**src/rtl/jhash_stream.sv**
```systemverilog
// -----------------------------------------------------------------------------
// jhash_stream
// Producer side of the jhash block stream. Packs a word-serial message into
// 3x32-bit blocks and presents each block to jhash_core, holding it until the
// core acknowledges. A one-block pending slot lets the next block finish
// filling while the presented block waits for its acknowledge.
//
// Ports
//   clk            clock, all state on rising edge
//   rst            asynchronous active-high reset
//   in_data        message word
//   in_valid       in_data / in_last valid
//   in_last        in_data is the final word of the message
//   in_ready       word accepted when in_valid && in_ready
//   stream_data0-2 presented block, word 0 is the first word of the block
//   stream_valid   block presented, held stable until stream_ack
//   stream_done    presented block is the final block of its message
//   stream_left    number of valid words in the presented block (1..3)
//   stream_ack     consumer takes the presented block (single-cycle pulse)
//   msg_words      words accepted in the current / most recent message
// -----------------------------------------------------------------------------
module jhash_stream #(
    parameter int LEN_W = 16
) (
    input  logic             clk,
    input  logic             rst,
    input  logic [31:0]      in_data,
    input  logic             in_valid,
    input  logic             in_last,
    output logic             in_ready,
    output logic [31:0]      stream_data0,
    output logic [31:0]      stream_data1,
    output logic [31:0]      stream_data2,
    output logic             stream_valid,
    output logic             stream_done,
    output logic [1:0]       stream_left,
    input  logic             stream_ack,
    output logic [LEN_W-1:0] msg_words
);

    // pack stage
    logic [2:0][31:0] r_pack;
    logic [1:0]       r_widx;
    logic             r_pend;
    logic [1:0]       r_pend_left;
    logic             r_pend_done;

    // out stage
    logic [2:0][31:0] r_out;
    logic             r_valid;
    logic             r_done;
    logic [1:0]       r_left;

    logic [LEN_W-1:0] r_msg_words;
    logic             r_last_seen;

    logic             w_accept;
    logic             w_complete;
    logic             w_out_free;
    logic             w_ack;
    logic [2:0][31:0] w_blk;

    assign w_accept   = in_valid && !r_pend;
    assign w_complete = w_accept && ((r_widx == 2'd2) || in_last);
    // Acknowledge is only meaningful while a block is presented.
    assign w_ack      = stream_ack && r_valid;
    assign w_out_free = !r_valid || w_ack;

    // Block as it looks including the word being accepted this cycle. The pack
    // registers are cleared after every completion, so unfilled slots read 0.
    always_comb begin
        w_blk         = r_pack;
        w_blk[r_widx] = in_data;
    end

    always_ff @(posedge clk or posedge rst) begin
        if (rst) begin
            r_pack      <= '0;
            r_widx      <= 2'd0;
            r_pend      <= 1'b0;
            r_pend_left <= 2'd0;
            r_pend_done <= 1'b0;
        end else if (w_accept) begin
            if (w_complete) begin
                r_widx <= 2'd0;
                if (w_out_free) begin
                    r_pack <= '0;
                end else begin
                    r_pack      <= w_blk;
                    r_pend      <= 1'b1;
                    r_pend_left <= r_widx + 2'd1;
                    r_pend_done <= in_last;
                end
            end else begin
                r_pack[r_widx] <= in_data;
                r_widx         <= r_widx + 2'd1;
            end
        end else if (r_pend && w_ack) begin
            r_pack <= '0;
            r_pend <= 1'b0;
        end
    end

    // A direct load and a pending move can never coincide: while a block is
    // pending no word is accepted.
    always_ff @(posedge clk or posedge rst) begin
        if (rst) begin
            r_out   <= '0;
            r_valid <= 1'b0;
            r_done  <= 1'b0;
            r_left  <= 2'd0;
        end else if (w_complete && w_out_free) begin
            r_out   <= w_blk;
            r_valid <= 1'b1;
            r_left  <= r_widx + 2'd1;
            r_done  <= in_last;
        end else if (r_pend && w_ack) begin
            r_out   <= r_pack;
            r_valid <= 1'b1;
            r_left  <= r_pend_left;
            r_done  <= r_pend_done;
        end else if (w_ack) begin
            r_valid <= 1'b0;
        end
    end

    // The first word after a last word starts a fresh count at 1.
    always_ff @(posedge clk or posedge rst) begin
        if (rst) begin
            r_msg_words <= '0;
            r_last_seen <= 1'b0;
        end else if (w_accept) begin
            r_msg_words <= r_last_seen ? LEN_W'(1) : r_msg_words + LEN_W'(1);
            r_last_seen <= in_last;
        end
    end

    assign in_ready     = !r_pend;
    assign stream_data0 = r_out[0];
    assign stream_data1 = r_out[1];
    assign stream_data2 = r_out[2];
    assign stream_valid = r_valid;
    assign stream_done  = r_done;
    assign stream_left  = r_left;
    assign msg_words    = r_msg_words;

endmodule
```
**config.mk**
```make
export PLATFORM = sky130hd
export DESIGN_NAME = jhash_stream
export DESIGN_NICKNAME = d
export VERILOG_FILES = /design/src/rtl/jhash_stream.sv
export SDC_FILE = /design/constraint.sdc
export NUM_CORES = 1
export LEC_CHECK = 0
export CORE_MARGIN = 5
export CORE_UTILIZATION = 48
export DETAILED_ROUTE_END_ITERATION = 8
export PLACE_DENSITY = 0.76
export SETUP_SLACK_MARGIN = 0.1
export SLEW_MARGIN = 25
export SYNTH_ARGS = -nofsm -noshare
export SYNTH_HDL_FRONTEND = slang
export SYNTH_SLANG_ARGS = --single-unit
```
**constraint.sdc**
```tcl
create_clock -name clk -period 7.4 [get_ports clk]
set_input_delay 1.48 -clock clk [delete_from_list [all_inputs] [get_ports clk]]
set_output_delay 1.48 -clock clk [all_outputs]
set_load 0.01 [all_outputs]
```
Word level (Yosys, flattened, before mapping) --
Cells that the tools add are included. Widths: inputs -> output; s select.
Cells by class: mux-type cells 22, $add $sub $neg 2, order comparisons 2, reduce and logical (&&, ||, !) cells 15, bitwise gates (word level) 1, equal/unequal tests 3
Operator list (count):
- $mux 96 | 6
- $bwmux 96 | 1
- $demux 32 s2 | 1
- $mux 32 | 1
- $add 16x1->16 const B | 1
- $mux 16 | 1
- $mux 1 | 9
- $logic_and 1x1->1 | 6
- $mux 2 | 3
- $reduce_and 3->1 | 2
- $reduce_bool 2->1 | 2
- $lt 2x3->1 const B | 1
- $reduce_bool 3->1 | 1
- $add 2x1->2 const B | 1
- $eq 2x2->1 const B | 1
- $ge 2x1->1 const B | 1
- $logic_not 1->1 | 2
- $logic_or 1x1->1 | 2
- $ne 2x1->1 const B | 1
- $ne 2x2->1 const B | 1
- $not 1->1 | 1
Word-level totals: word-level logic and storage cells 60, output and inout port bits 117, input bits 37, bits in registers 219

Longest topological paths before layout --
depth in word-level cells 8, gate-level depth with buffers 8, gate-level depth less buffers 6

Worst setup path before layout --
No wires, ideal clock.
kind input -> register, start point input stream_ack, end point register r_out, in the netlist stream_data2[0], slack 4.806 ns, required time 7.273 ns, arrival time 2.467 ns, path buffers 2, setup time 0.127 ns, stages on the path 6, cells stage by stage nand2b_1 and3_1 buf_1 clkbuf_1 a222oi_1 inv_1
On the way: word-level cells in the longest chain between the ends 4, elaborated cells between the ends (all ways) 6, classes of those cells mux: 1; reduce/logical: 5
Ends and longest elaborated chain:
- from (decl) | line 37 | input logic stream_ack,
- $logic_and 1x1->1 * | line 66 | assign w_ack = stream_ack && r_valid;
- $logic_or 1x1->1 | line 67 | assign w_out_free = !r_valid || w_ack;
- $logic_and 1x1->1 | line 112 | end else if (w_complete && w_out_free) begin
- $mux 96 / $reduce_bool 2->1 (equally long branches)
- to (signal assigned) | line 113 | r_out <= w_blk;
- to (signal assigned) | line 118 | r_out <= r_pack;
- to (decl) | line 49 | logic [2:0][31:0] r_out;
Every way passes the cells marked *; elsewhere a longest branch is shown, timed or not. A chain may end at the register's enable or synchronous reset.

Final worst setup path --
start point input stream_ack, end point register r_pack[25] in the netlist's numbering
On the way: word-level cells in the longest chain between the ends 5, elaborated cells between the ends (all ways) 7, classes of those cells mux: 3; reduce/logical: 4
Ends and longest elaborated chain:
- $logic_and 1x1->1 * | line 66
- $logic_or 1x1->1 | line 67
- $mux 96 | line 86 | if (w_out_free) begin
- $mux 96 | line 84 | if (w_complete) begin
- $mux 96 | line 83 | end else if (w_accept) begin
- to (signal assigned) | line 89 | r_pack <= w_blk;
- to (signal, indexed assignment) | line 95 | r_pack[r_widx] <= in_data;
- to (decl) | line 42 | logic [2:0][31:0] r_pack;
Marks and branches as above.

==> flow_summary.toml <==
[power]
switching_share_pct = 34.2
irDropWorstVdd_mv = 0.216
power_frac_seq_pct = 41.3
power_density_mw_per_mm2 = 416
power_frac_clock_pct = 22.6
switching_power_uw = 1600
leakage_uw = 0.00545
comb_power_share_pct = 36.0
p_int_uw = 3090

[timing]
maxSlewViolCount = 0
fin_crit_ns = 3.74
skew_ns = 0.0140
finalSetupTns_ns = 0
fmax_mhz = 267
holdWs_ns = 0.470
slew_headroom_pct = 30.7
rsz0062_at_grt = "false"
period_share_pct = 50.6
setup_violations = 0
hold_viol = 0
tightest_slew_ns = 1.04
setup_slack_ns = 3.66

[grt]
grt_remaining_overflow = 0
busiest_layer = "met2"
met3_usage_pct = 4.75
grt_antenna_before_repair = 0
grt_pass1_vias = 6803
use_met1_pct = 31.9
met2_usage_pct = 34.5
grtUsageTotal_pct = 22.1
grt_pass1_wl_um = 38700
grt_start_max_net_pins = 72

[setup_path]
crit_chain = "clkdlybuf4s50_1, nor2b_1, o21ai_1, o21ai_4, a22o_1"
path_class = "input port to flip-flop"
slowest_stage = "o21ai_4"
end_kind = "flip-flop"
worst-path-max-fanout = 32
crit_arrival_ns = 4.18
critical_path_required_ns = 7.84
start_kind = "input port"
critPathMaxStageDelay_ns = 0.88

[clocking]
clock-sinks = 219
clk_pin_slew_ns = 0.06
post-cts-setup-buffers = 0
cts_buffers = 23
cts-resized-gates = 0
root_buffer = "clkbuf_16"
clockBufferDepth = 3
cts_hold_buffers = 0
htree_levels = 1
cts_tree = "yes"
clock_latency_ns = 0.51

[place]
io_buffers = 153
place_ws_ns = 3.19
hpwl_um = 15000
dp.cells = 1103
place.gp.congestion = 0.873
postPlaceCellArea_mm2 = 0.0106

[route]
vias_per_cell = 6.01
first_pass_iters = 7
ant_nets = 0
drtIter0Drc = 722
drt-wirelength-per-cell_um = 21.1
drc_errors = 0
vias = 6879
totalWireLength_um = 24100

[layout]
final_cell_area_mm2 = 0.0113
drive_above_1_share_pct = 7.36
finalNonFillerCells = 1144
num_antenna_cells = 0
areaGrowthSynthToFinish_pct = 26.0
fill_cells = 1485
fin_nets = 937

[synthesis]
yosysSeqAreaShare_pct = 61.1
syn_area_mm2 = 0.00896
yosysWarnings = 0
synth_seq_cells = 219
synth_cell_type_count = 49
ys.flop_type = "dfrtp_1"
syn-instance-count = 762
synth_edf_count = 0
avgSynthCellArea_um2 = 11.8
async_flop_share_pct = 100
syn_nets = 804

[floorplanning]
core_area_mm2 = 0.0185
die_width_um = 147
start_util_pct = 48.4
io_pins = 154
dieArea_mm2 = 0.0215
placementRows = 50
fp.dieH_um = 147

[worst_hold_path]
hold_class = "flip-flop to flip-flop"

[status]
status = "finished, final reports clean"

[run]
max-cap-violations = 0
-- path summary, 6_finish.rpt --
path / slack (ns) / to / depth (start not counted) / start
worst max-delay path: 3.66 / r_pack[25] / 5 / stream_ack
worst min-delay path: 0.47 / stream_data0[10] / 2 / r_pack[10]
min in group asynchronous: 1.41 / msg_words[5] / 2 / rst
max in group asynchronous: 4.68 / stream_data2[6] / 3 / rst
worst max register to register: 4.66 / stream_data2[3] / 5 / r_pend
worst min register to register: 0.47 / stream_data0[10] / 2 / r_pack[10]
-- state kept, by name (all words and copies together), names as in the netlist --
register and cells:
stream_data2 32, stream_done 1, r_pend_left 2, stream_data1 32
stream_data0 32, stream_left 2, r_pack 96, r_last_seen 1
r_widx 2, msg_words 16, stream_valid 1, r_pend 1
r_pend_done 1
-- cell families (layout without fill, tap and decap cells) --
logic type / count (synthesis) / after routing / share of synthesized area [%]
mux: 4 / 4 / 0.489
fa+ha+maj: 5 / 5 / 0.698
flops: 219 / 219 / 61.1
xor+xnor: 8 / 8 / 0.782
buf+inv: 97 / 245 / 5.60
simple gates: 210 / 210 / 10.4
compound gates: 219 / 219 / 20.9
-- cell type report --
class	instances	area (um2)	share of cell area [%]
Tap cell	234	293	2.59
Inverter	38	146	1.30
Clock buffer	33	653	5.78
Multi-Input combinational cell	446	3020	26.8
Sequential cell	219	5480	48.5
Clock inverter	7	38.8	0.343
Timing Repair Buffer	167	1660	14.7
-- through the flow --
stage | util, % | total power [uW]
detailed placement | 57.1 | 3630
CTS | 60.8 | 4720
global placement | 57.1 | 3590
global route | 61.0 | 4970
finish | 61.0 | 4700
floorplan | - | 2810
-- cells in the mapped netlist (3+ instances only) --
library cell,number,area (um2)
nand3_1,8,40.0
and2_1,4,25.0
buf_2,37,185
ha_1,5,62.6
a222oi_1,31,310
nor3_1,6,30.0
clkbuf_1,7,26.3
o21ai_0,8,40.0
o41ai_4,3,82.6
nor2_1,14,52.6
nor4_1,5,31.3
a22o_1,95,832
nand2_1,151,567
a22oi_1,66,495
inv_1,38,143
and3_1,3,18.8
a21oi_1,5,25.0
buf_6,11,124
xnor2_1,8,70.1
mux2_2,3,33.8
dfrtp_1,219,5480
-- layout by cell type (no fill, tap or decap), drive strengths merged, types with 2 or more instances in the layout --
| master | netlist | layout |
|---|---|---|
| o41ai | 4 | 4 |
| a22oi | 66 | 66 |
| clkdlybuf4s50 | 0 | 153 |
| nand3b | 2 | 2 |
| mux2 | 3 | 3 |
| clkinv | 0 | 6 |
| o21ai | 11 | 11 |
| nand3 | 8 | 8 |
| a21oi | 6 | 6 |
| ha | 5 | 5 |
| or2 | 3 | 3 |
| nor2 | 15 | 15 |
| and4 | 2 | 2 |
| nand4 | 3 | 3 |
| nor4 | 5 | 5 |
| and2 | 4 | 4 |
| nor3 | 6 | 6 |
| dfrtp | 219 | 219 |
| a22o | 95 | 95 |
| inv | 38 | 38 |
| clkbuf | 8 | 33 |
| nor2b | 3 | 3 |
| buf | 51 | 14 |
| and3 | 3 | 3 |
| nand2 | 151 | 151 |
| a222oi | 31 | 31 |
| nand2b | 2 | 2 |
| xnor2 | 8 | 8 |
-- power groups by stage --
stage	registers, uW	logic (uW)	clock network [uW]
after floorplan	2000	807	0
after global placement	1940	1650	0
after detailed placement	1940	1690	0
after CTS	1940	1700	1080
after global routing	2000	1840	1130
final	1940	1690	1060
-- routing by layer --
metal | vias to the layer above | share of wire (%)
met1 | 3512 | 44
met4 | 0 | 1.7
met2 | 290 | 47
met3 | 36 | 7.7
met5 | - | 0
li1 | 3041 | -
-- critical path: cells and delay by family --
kind                   cells  cell delay (ns)
AOI/OAI and AO/OA          3             1.50
buffers and inverters      1             0.47
and+or+nand+nor            1             0.70
(Power assumes the default switching activity.)
